[src/rtl/fetch_pkg.sv]
// Shared fetch-stage types: FSM state encoding, NOP constant and PC increment helper.
// No logic or storage of its own.
package fetch_pkg;

  typedef enum logic [1:0] {
    IDLE = 2'd0,
    REQ  = 2'd1,
    WAIT = 2'd2,
    HOLD = 2'd3
  } fetch_state_t;

  localparam logic [31:0] NOP = 32'h0000_0013;

  function automatic logic [31:0] pc_plus4(input logic [31:0] pc);
    return pc + 32'd4;
  endfunction

endpackage

[src/rtl/fetch_perf_cnt.sv]
// Saturating fetch statistics: stall cycles and delivered instructions, visible one cycle after the event.
// No backpressure; both counters clear on synchronous reset. Only present with FETCH_PERF_EN.
module fetch_perf_cnt (
  input  logic        Clk,
  input  logic        Rst,
  input  logic        stall,
  input  logic        fetch,
  output logic [31:0] stall_cycles,
  output logic [31:0] fetch_count
);

  always_ff @(posedge Clk) begin
    if (!Rst) begin
      stall_cycles <= '0;
      fetch_count  <= '0;
    end else begin
      if (stall && (stall_cycles != 32'hFFFF_FFFF))
        stall_cycles <= stall_cycles + 32'd1;
      if (fetch && (fetch_count != 32'hFFFF_FFFF))
        fetch_count <= fetch_count + 32'd1;
    end
  end

endmodule

[src/rtl/fetch_unit.sv]
// Instruction fetch with one outstanding request; delivers the response combinationally into IF/ID,
// or buffers it while stalled. Redirect overrides stall and delivery. Counters with FETCH_PERF_EN.
module fetch_unit
  import fetch_pkg::*;
#(
  parameter logic [31:0] RESET_PC = 32'h0000_0000
) (
  input  logic        Clk,
  input  logic        Rst,
  input  logic        stall,
  input  logic        redirect,
  input  logic [31:0] redirect_pc,
  output logic        imem_req,
  output logic [31:0] imem_addr,
  input  logic        imem_ready,
  input  logic        imem_rvalid,
  input  logic [31:0] imem_rdata,
  output logic [31:0] if_pc,
  output logic [31:0] if_instr,
  output logic [31:0] if_pc4,
  output logic        ifid_write_enable,
  output logic        ifid_flush
`ifdef FETCH_PERF_EN
  ,
  output logic [31:0] stall_cycles,
  output logic [31:0] fetch_count
`endif
);

  fetch_state_t state_q, state_d;
  logic [31:0]  pc_q, pc_d;
  logic [31:0]  req_pc_q, req_pc_d;
  logic         drop_q, drop_d;
  logic [31:0]  buf_instr_q, buf_instr_d;

  logic         req;
  logic         deliver;
  logic [31:0]  dlv_instr;
  logic [31:0]  target;

  assign target = {redirect_pc[31:2], 2'b00};

  always_ff @(posedge Clk) begin
    if (!Rst) begin
      state_q     <= IDLE;
      pc_q        <= RESET_PC;
      req_pc_q    <= RESET_PC;
      drop_q      <= 1'b0;
      buf_instr_q <= '0;
    end else begin
      state_q     <= state_d;
      pc_q        <= pc_d;
      req_pc_q    <= req_pc_d;
      drop_q      <= drop_d;
      buf_instr_q <= buf_instr_d;
    end
  end

  always_comb begin
    state_d     = state_q;
    pc_d        = pc_q;
    req_pc_d    = req_pc_q;
    drop_d      = drop_q;
    buf_instr_d = buf_instr_q;
    req         = 1'b0;
    deliver     = 1'b0;
    dlv_instr   = NOP;

    case (state_q)
      IDLE: state_d = REQ;

      REQ: begin
        // The request is withheld under redirect so a stale address is never accepted.
        req = ~redirect;
        if (redirect) begin
          pc_d = target;
        end else if (imem_ready) begin
          req_pc_d = pc_q;
          pc_d     = pc_plus4(pc_q);
          state_d  = WAIT;
        end
      end

      WAIT: begin
        if (redirect) begin
          pc_d   = target;
          // A response arriving with the redirect is already discarded, so nothing left to drop.
          drop_d = ~imem_rvalid;
          if (imem_rvalid)
            state_d = REQ;
        end else if (imem_rvalid) begin
          state_d = REQ;
          if (drop_q) begin
            drop_d = 1'b0;
          end else if (stall) begin
            buf_instr_d = imem_rdata;
            state_d     = HOLD;
          end else begin
            deliver   = 1'b1;
            dlv_instr = imem_rdata;
          end
        end
      end

      HOLD: begin
        if (redirect) begin
          pc_d        = target;
          buf_instr_d = '0;
          state_d     = REQ;
        end else if (!stall) begin
          deliver   = 1'b1;
          dlv_instr = buf_instr_q;
          state_d   = REQ;
        end
      end

      default: state_d = IDLE;
    endcase

    if (!Rst) begin
      req     = 1'b0;
      deliver = 1'b0;
    end
  end

  assign imem_req          = req;
  assign imem_addr         = pc_q;
  assign if_instr          = dlv_instr;
  assign if_pc             = req_pc_q;
  assign if_pc4            = pc_plus4(req_pc_q);
  assign ifid_write_enable = ~Rst | ~stall | redirect;
  assign ifid_flush        = ~Rst | redirect | (~stall & ~deliver);

`ifdef FETCH_PERF_EN
  fetch_perf_cnt u_perf (
    .Clk          (Clk),
    .Rst          (Rst),
    .stall        (stall),
    .fetch        (deliver),
    .stall_cycles (stall_cycles),
    .fetch_count  (fetch_count)
  );
`endif

endmodule
[config.mk]
export PLATFORM = sky130hd
export DESIGN_NAME = fetch_unit
export DESIGN_NICKNAME = d
export VERILOG_FILES = /design/src/rtl/fetch_pkg.sv /design/src/rtl/fetch_perf_cnt.sv /design/src/rtl/fetch_unit.sv
export SDC_FILE = /design/constraint.sdc
export NUM_CORES = 1
export LEC_CHECK = 0
export ABC_CLOCK_PERIOD_IN_PS = 3500
export CAP_MARGIN = 20
export CORE_ASPECT_RATIO = 1.5
export CORE_UTILIZATION = 37
export CTS_CLUSTER_DIAMETER = 200
export DETAILED_ROUTE_END_ITERATION = 12
export PLACE_DENSITY = 0.65
export SETUP_SLACK_MARGIN = 0.15
export SYNTH_ARGS = -nofsm -noshare
export SYNTH_HDL_FRONTEND = slang
export SYNTH_HIERARCHICAL = 1
export SYNTH_SLANG_ARGS = --single-unit
[constraint.sdc]
create_clock -name Clk -period 3.5 [get_ports Clk]
set_clock_uncertainty 0.15 [all_clocks]
set_input_delay 0.7 -clock Clk [delete_from_list [all_inputs] [get_ports Clk]]
set_output_delay 0.7 -clock Clk [all_outputs]
set_load 0.02 [all_outputs]
After elaboration in Yosys (flattened, before gate mapping). Cells that the tools add are included. Widths: inputs -> output; s select.

Bitwise gates (word level): 10. Add/sub/neg operators: 2. Reductions and logical operators: 10. Multiplexer cells: 38. Equality and inequality tests: 13.

Operator list (number): $mux 32 (14); $pmux 32 s2 (3); $add 32x3->32 const B (2); $mux 2 (9); $ne 2x2->1 const B (7); $mux 1 (10); $pmux 2 s4 (1); $ne 3x3->1 const B (2); $reduce_and 3->1 (2); $reduce_and 6->1 (1); $reduce_bool 2->1 (3); $not 1->1 (5); $eq 2x2->1 const B (2); $or 1x1->1 (4); $reduce_and 4->1 (1); $eq 2x1->1 const B (1); $logic_not 2->1 (1); $ne 2x1->1 const B (1); $pmux 1 s2 (1); $reduce_and 2->1 (1); $reduce_or 2->1 (1); $and 1x1->1 (1).

Output and inout port bits: 131. Logic and storage cells: 78. Input bits: 70. Flip-flop bits (word level): 99.

Longest topological paths before layout. Gate-level depths: netlist of the first run.

Word-level depth: 9. Depth in mapped cells: 9. Depth with buffers taken out: 7.

Worst setup path before layout of the first run. No wires, ideal clock.

Kind: reg2out. Start point: register state_q[0]. End point: output port if_instr[12]. Stages on the path, launching flop included: 8. Slack: 0.666 ns. Arrival time: 1.984 ns. Buffers on the path: 3. Cell sequence: dfxtp_1 ha_1 clkbuf_1 nor2b_1 nor2b_1 buf_2 buf_1 a22o_1.

Word-level cells in the longest chain between the ends: 2.

RTL lines: start, declared (line fetch_unit.sv:30) `fetch_state_t state_q, state_d;`; start signal, assigned (line fetch_unit.sv:51) `state_q <= state_d;`; $eq 2x2->1 (line fetch_unit.sv:69) `case (state_q)`; $pmux 32 s2 * (line fetch_unit.sv:69); end, declared (line fetch_unit.sv:19) `output logic [31:0] if_instr,`.

Mark *: on every way between the ends. The rest lies on a longest branch, timed or not.

Final worst setup path of the first run.
Start point: input port redirect. End point: output port ifid_write_enable.

Word-level cells in the longest chain between the ends: 1.

RTL lines: start, declared (line fetch_unit.sv:11) `input logic redirect,`; $or 1x1->1 (line fetch_unit.sv:131) `assign ifid_write_enable = ~Rst | ~stall | redirect;`; end, declared (line fetch_unit.sv:21) `output logic ifid_write_enable,`.

No other way between the ends.

==> results.py, run 1 <==
metrics = {
    "clocking": {
        "cts_htree_levels": 3,
        "cts.sinks": 95,
        "clockBufferDepth": 2,
        "numCtsBuffers": 9,
        "cts_tree": "yes",
        "clk_latency_ns": 0.34,
        "cts-root-buf": "clkbuf_16",
        "clk_transition_reported_paths_ns": 0.07,
    },
    "power_and_ir_drop": {
        "p_leak_nw": 3.214,
        "p_sw_uw": 937.9,
        "p_clk_frac": 0.338,
        "switching_share": 0.3127,
        "power_density_nw_per_um2": 374.8,
        "power_frac_seq": 0.420,
        "p_int_mw": 2.061,
        "comb_power_share": 0.242,
        "peakVddDrop_uv": 219.0,
    },
    "worst_setup_path": {
        "timing.rr.start": "state_q[0]",
        "rrSetupSlack_ns": 1.03,
        "crit_required_ns": 2.65,
        "worst_ep_arrival_time_ns": 2.34,
        "critPathLaunchType": "input pin",
        "cp-end-kind": "output pin",
        "worstSetupPathType": "in2out",
        "r2r_cells": 8,
        "rr_endpoint": "imem_addr[21]",
        "cp_max_fo": 16,
    },
    "layout": {
        "nets": 960,
        "drive_above_1_share": 0.05968,
        "seqCellArea_um2": 1903,
        "antenna_cells": 0,
        "final_area_um2": 8003,
        "nFillCells": 1411,
        "syn2layout_area_growth_pct": 44.80,
        "multiInputGateArea_um2": 3374,
    },
    "sta": {
        "relSlewSlack": 0.5883,
        "final-max-slew-violation-count": 0,
        "worst_slew_pin_slew_ns": 0.6175,
        "fin_crit_ns": 3.188,
        "finalHoldViolations": 0,
        "fin_crit_sh": 0.9109,
        "finalSetupViolations": 0,
        "tns_ns": 0,
        "fmax_mhz": 313.7,
        "rsz0062_at_grt": "no",
    },
    "floorplan": {
        "core_um2": 14590,
        "io_pins": 201,
        "die_w_um": 101.8,
        "die_h_um": 151.7,
        "die_area_um2": 15440,
        "start_util": 0.3787,
        "num_rows": 54,
    },
    "synthesis": {
        "yosysWarningCount": 6,
        "synth_top_family_by_area": "simple AND/OR/NAND/NOR gates",
        "synth-xor-area-share": 0.04596,
        "synthFlopType": "dfxtp_1",
        "async_flop_share": 0,
        "synthCells": 708,
        "ys_seq_area_frac": 0.3441,
        "syn_area_um2": 5527,
        "synthSimpleGateAreaFrac": 0.2758,
        "muxShareOfSynthArea": 0.06520,
        "synth-compound-area-share": 0.1999,
        "synth_cell_type_count": 60,
        "avgSynthCellArea_um2": 7.806,
        "ys_ff_latch": 95,
        "synth-adder-area-share": 0.01585,
        "synth_edf_count": 0,
    },
    "routing": {
        "vias_per_cell": 5.399,
        "wirelength_mm": 17.39,
        "drt_iter0_drc": 315,
        "wl_met2_mm": 8.770,
        "vias": 5852,
        "detail-route-antenna-nets": 0,
        "drt_pass1_iterations": 5,
        "wl_met3_mm": 1.116,
        "wire_per_inst_um": 16.04,
        "wl_met1_mm": 6.896,
        "dr.max_layer_used": "met4",
        "drc_errors": 0,
    },
    "flow_run": {
        "drv_cap": 0,
    },
    "global_route": {
        "grt-ovfl-total": 0,
        "antenna_found_initial": 0,
        "track_usage": 0.2291,
        "grt_pass1_vias": 5565,
        "grt_first_pass_wirelength_mm": 27.68,
        "grt_max_degree": 81,
    },
    "min_path": {
        "hold_path.class": "reg2reg",
        "hold_depth": 2,
        "worstHoldStart": "if_pc[31]",
        "holdPathEnd": "if_pc[31]",
    },
    "place": {
        "placed_cell_area_um2": 7677,
        "hpwl_mm": 12.85,
        "numPortBuffers": 192,
        "routabilityCongestion": 0.8742,
    },
    "status": {
        "status": "finished, final reports clean",
    },
}
==> layer usage <==
metal,vias up,track usage
met3,32,0.03119
met1,2731,0.2638
met5,-,0
li1,2853,-
met2,236,0.4078
met4,0,0.1174
==> power by group through the flow <==
stage | Combinational (mW) | Clock, mW | Sequential [mW]
after floorplan | 0.362 | 0 | 1.31
after global placement | 0.712 | 0 | 1.28
final | 0.725 | 1.01 | 1.26
after CTS | 0.727 | 1.04 | 1.26
after global routing | 0.789 | 1.08 | 1.27
after detailed placement | 0.726 | 0 | 1.28
==> Yosys cell counts (all sizes together) (3+ instances only) <==
library cell / instances / area (µm²)
a22o: 30 / 262.8
or2: 3 / 18.77
and2: 3 / 18.77
mux2i: 36 / 360.4
nand2b: 6 / 37.54
nor4: 3 / 33.78
nor2: 64 / 240.2
a21oi: 55 / 275.3
xnor2: 22 / 192.7
nand3: 34 / 170.2
buf: 19 / 113.9
a22oi: 3 / 22.52
clkbuf: 34 / 127.6
and4: 8 / 70.07
ha: 7 / 87.58
o22ai: 7 / 43.79
a211oi: 9 / 67.56
dfxtp: 95 / 1902
o21a: 5 / 37.54
o31a: 3 / 26.28
nor2b: 36 / 225.2
inv: 13 / 48.79
a31oi: 4 / 25.02
or4: 3 / 26.27
xor2: 7 / 61.31
nand2: 102 / 382.9
and3: 11 / 68.82
nor3: 21 / 120.1
nand4: 12 / 90.09
o21ai: 24 / 120.1
==> state kept, by name (all words and copies together) (netlist names) <==
register and flops:
imem_addr 30, buf_instr_q 32, drop_q 1, if_pc 30, state_q 2
==> worst max path at each step <==
| stage | from | to | slack [ns] |
|---|---|---|---|
| floorplan | state_q[0] | if_instr[12] | 0.67 |
| global placement | redirect | if_instr[28] | 0.07 |
| detailed placement | redirect | if_instr[28] | 0.05 |
| CTS | if_pc[2] | if_pc4[26] | 0.15 |
| global route | redirect | ifid_write_enable | 0.21 |
| finish | redirect | ifid_write_enable | 0.31 |
==> timing repair <==
action | CTS | global route
setup buffers | 0 | 0
endpoints found under the hold margin | 0 | 0
hold buffers | 0 | 0
resized for setup | 32 | 23
endpoints found under the setup margin | 32 | 21
==> logic make-up after synthesis <==
kind of cell    Yosys count
simple gates            309
other cells               1
mux                      36
xor+xnor                 29
compound gates          165
fa+ha+maj                 7
flops                    95
buf+inv                  66
==> critical path, cell delays in order <==
cell and delay [ns]:
clkdlybuf4s50_1 0.51, buf_4 0.23, nor2b_1 0.10, buf_4 0.14
nand2_1 0.05, clkdlybuf4s50_1 0.60
==> area by class of cell <==
cell class / count / area share
clock buffers: 11 / 0.03158
clock inverters: 5 / 0.007036
inverters: 13 / 0.006098
multi-input cells: 552 / 0.4217
flip-flops and latches: 95 / 0.2378
well taps: 196 / 0.03064
repair buffers: 212 / 0.2652
==> per-stage QoR <==
step | hold slack, ns | setup slack [ns] | util | std cells | power [mW]
floorplan | 0.3111 | 0.6663 | - | 713 | 1.669
global placement | 0.3243 | 0.07374 | 0.5261 | 1068 | 1.990
detailed placement | 0.3358 | 0.05100 | 0.5261 | 1068 | 2.010
CTS | 0.3452 | 0.1523 | 0.5445 | 1084 | 3.026
global route | 0.3687 | 0.2102 | 0.5484 | 1084 | 3.145
finish | 0.3469 | 0.3119 | 0.5484 | 1084 | 2.999
==> cells in the final DEF (no fill, tap or decap), types with 3 or more instances in the layout <==
cell and count:
a22o_1 30, nand2b_1 6, xor2_1 7, and4_1 8
nor3_1 18, nor3_2 3, buf_4 17, o31a_1 3
nor2b_1 35, and3_1 11, conb_1 6, dlygate4sd2_1 32
clkbuf_16 9, ha_1 6, dlymetal6s2s_1 21, o21ai_0 23
a211oi_1 9, a22oi_1 3, inv_1 12, a21oi_1 55
nor2_1 62, o22ai_1 7, a31oi_1 4, nand3_1 34
mux2i_1 36, nand4_1 11, o21a_1 5, clkdlybuf4s50_1 139
xnor2_1 22, dfxtp_1 94, nand2_1 102, buf_12 3
or2_2 3, and2_1 3
(Power assumes the default switching activity.)
==> inputs of run 2 (changes only) <==
PLACE_DENSITY = 0.69   (was 0.65)
==> results.py, run 2 (synthesized netlist as in run 1, its figures left out) <==
metrics = {
    "status": {
        "status": "finished, final reports clean",
    },
    "power_and_ir_drop": {
        "p_clk_frac": 0.370,
        "power_frac_seq": 0.400,
        "peakVddDrop_uv": 272.6,
        "switching_share": 0.2963,
        "p_leak_nw": 3.157,
        "p_sw_uw": 929.4,
        "comb_power_share": 0.230,
        "p_int_mw": 2.208,
        "power_density_nw_per_um2": 389.9,
    },
    "clocking": {
        "cts_tree": "yes",
        "clockBufferDepth": 2,
        "cts_htree_levels": 3,
        "cts.sinks": 95,
        "clk_transition_reported_paths_ns": 0.07,
        "numCtsBuffers": 9,
        "clk_latency_ns": 0.34,
        "holdBufCountCts": 0,
        "cts-root-buf": "clkbuf_16",
    },
    "floorplan": {
        "die_area_um2": 15440,
        "die_w_um": 101.8,
        "io_pins": 201,
        "core_um2": 14590,
        "num_rows": 54,
        "die_h_um": 151.7,
        "start_util": 0.3787,
    },
    "worst_setup_path": {
        "critPathLaunchType": "flop",
        "worst_ep_arrival_time_ns": 2.38,
        "worstSetupPathType": "reg2out",
        "cp_max_fo": 7,
        "critPathSlowestCell": "clkdlybuf4s50_1",
        "path_cells": "ha_1, nand2_1, nor3_2, buf_4, xor2_1, clkdlybuf4s50_1",
        "cp-end-kind": "output pin",
        "cpPeakStageDelay_ns": 0.62,
        "path_buf_inv": 2,
        "cp-startpoint": "if_pc[2]",
        "crit_required_ns": 2.65,
        "crit_family": "buffers and inverters",
        "timing.rr.start": "imem_addr[10]",
    },
    "routing": {
        "vias_per_cell": 5.334,
        "drt_pass1_iterations": 4,
        "wire_per_inst_um": 15.68,
        "detail-route-antenna-nets": 0,
        "vias": 5787,
        "drt_iter0_drc": 195,
        "wirelength_mm": 17.02,
        "drc_errors": 0,
    },
    "sta": {
        "relSlewSlack": 0.5954,
        "fin_crit_ns": 3.226,
        "fin_crit_sh": 0.9216,
        "worst_slew_pin_slew_ns": 0.6047,
        "rsz0062_at_grt": "no",
        "whs_ns": 0.3357,
        "final-max-slew-violation-count": 0,
        "fmax_mhz": 310.0,
        "tns_ns": 0,
        "finalSetupViolations": 0,
        "finalHoldViolations": 0,
    },
    "layout": {
        "top_register": "buf_instr_q",
        "final_cell_mix": "clkdlybuf4s50_1 (140), nand2_1 (102), dfxtp_1 (95), nor2_1 (62), a21oi_1 (55)",
        "final_area_um2": 8045,
        "fin_util": 0.5513,
        "nFillCells": 1399,
        "final_cells": 1085,
        "syn2layout_area_growth_pct": 45.57,
        "nets": 961,
        "largest_reg_flops": 32,
        "mostFrequentLayoutCell": "clkdlybuf4s50_1",
        "drive_above_1_share": 0.06187,
        "antenna_cells": 0,
    },
    "place": {
        "hpwl_mm": 12.19,
        "numPortBuffers": 192,
        "dp_cells": 1069,
        "routabilityCongestion": 0.8887,
        "placed_cell_area_um2": 7687,
    },
    "global_route": {
        "grt-ovfl-total": 0,
        "grt_pass1_vias": 5282,
        "antenna_found_initial": 0,
        "grt.busiest_layer": "met2",
        "met2_usage": 0.3838,
        "grt_util_met1": 0.2547,
        "grt_first_pass_wirelength_mm": 26.59,
        "grt_max_degree": 81,
        "grt_use_met3": 0.03716,
        "track_usage": 0.2207,
    },
    "flow_run": {
        "drv_cap": 0,
    },
    "min_path": {
        "hold_path.class": "reg2reg",
        "worstHoldStart": "if_pc[15]",
    },
}
## run 2: cell count changes in the layout (fill, tap and decap cells not counted), sizes merged
cell,before,now
dlymetal6s2s,21,15
dlygate4sd2,32,37
bufinv,1,3
buf,20,21
clkdlybuf4s50,139,140
clkinv,3,2
clkinvlp,1,0
## run 2: layout make-up
class,count,area [µm²],share of cell area
multi-input cells,552,3385,0.4207
repair buffers,213,2108,0.2621
flip-flops and latches,95,1902,0.2364
clock buffers,11,252.7,0.03142
well taps,196,245.2,0.03048
clock inverters,5,103.9,0.01291
inverters,13,48.80,0.006065
## run 2: routing by layer
layer,vias to the layer above,part of all wire
li1,2852,-
met5,-,0
met1,2679,0.40
met2,219,0.50
met4,0,0.040
met3,37,0.066
## run 2: final timing paths
kind                         to  slack [ns]  depth (start not counted)
setup / recovery     if_pc4[18]        0.27                          6
hold / removal        if_pc[15]        0.34                          2
setup reg to reg  imem_addr[23]        1.02                          5
hold reg to reg       if_pc[15]        0.34                          2
## run 2: through the flow
stage	total power, mW	setup slack [ns]
finish	3.137	0.2743
global route	3.294	0.1639
CTS	3.171	0.1517
detailed placement	2.005	0.02652
global placement	1.997	0.05594
floorplan	1.669	0.6663
## run 2: repair_timing
action,4_1_cts,5_1_grt
setup endpoints to repair,47,15
hold endpoints to repair,0,0
setup buffers,0,0
gates resized for setup,39,15
## run 2: worst reg2reg max path: cells and delay by family (launching register included)
kind	cells	cell delay, ns
and+or+nand+nor	3	1.25
DFF	1	0.49
AOI/OAI and AO/OA	2	0.49
## run 2: power by group through the flow
stage               combinational, mW  sequential (mW)  clock [mW]
finish                          0.721             1.26        1.16
global route                    0.786             1.27        1.24
CTS                             0.724             1.25        1.19
detailed placement              0.727             1.28           0
global placement                0.721             1.28           0
floorplan                       0.362             1.31           0
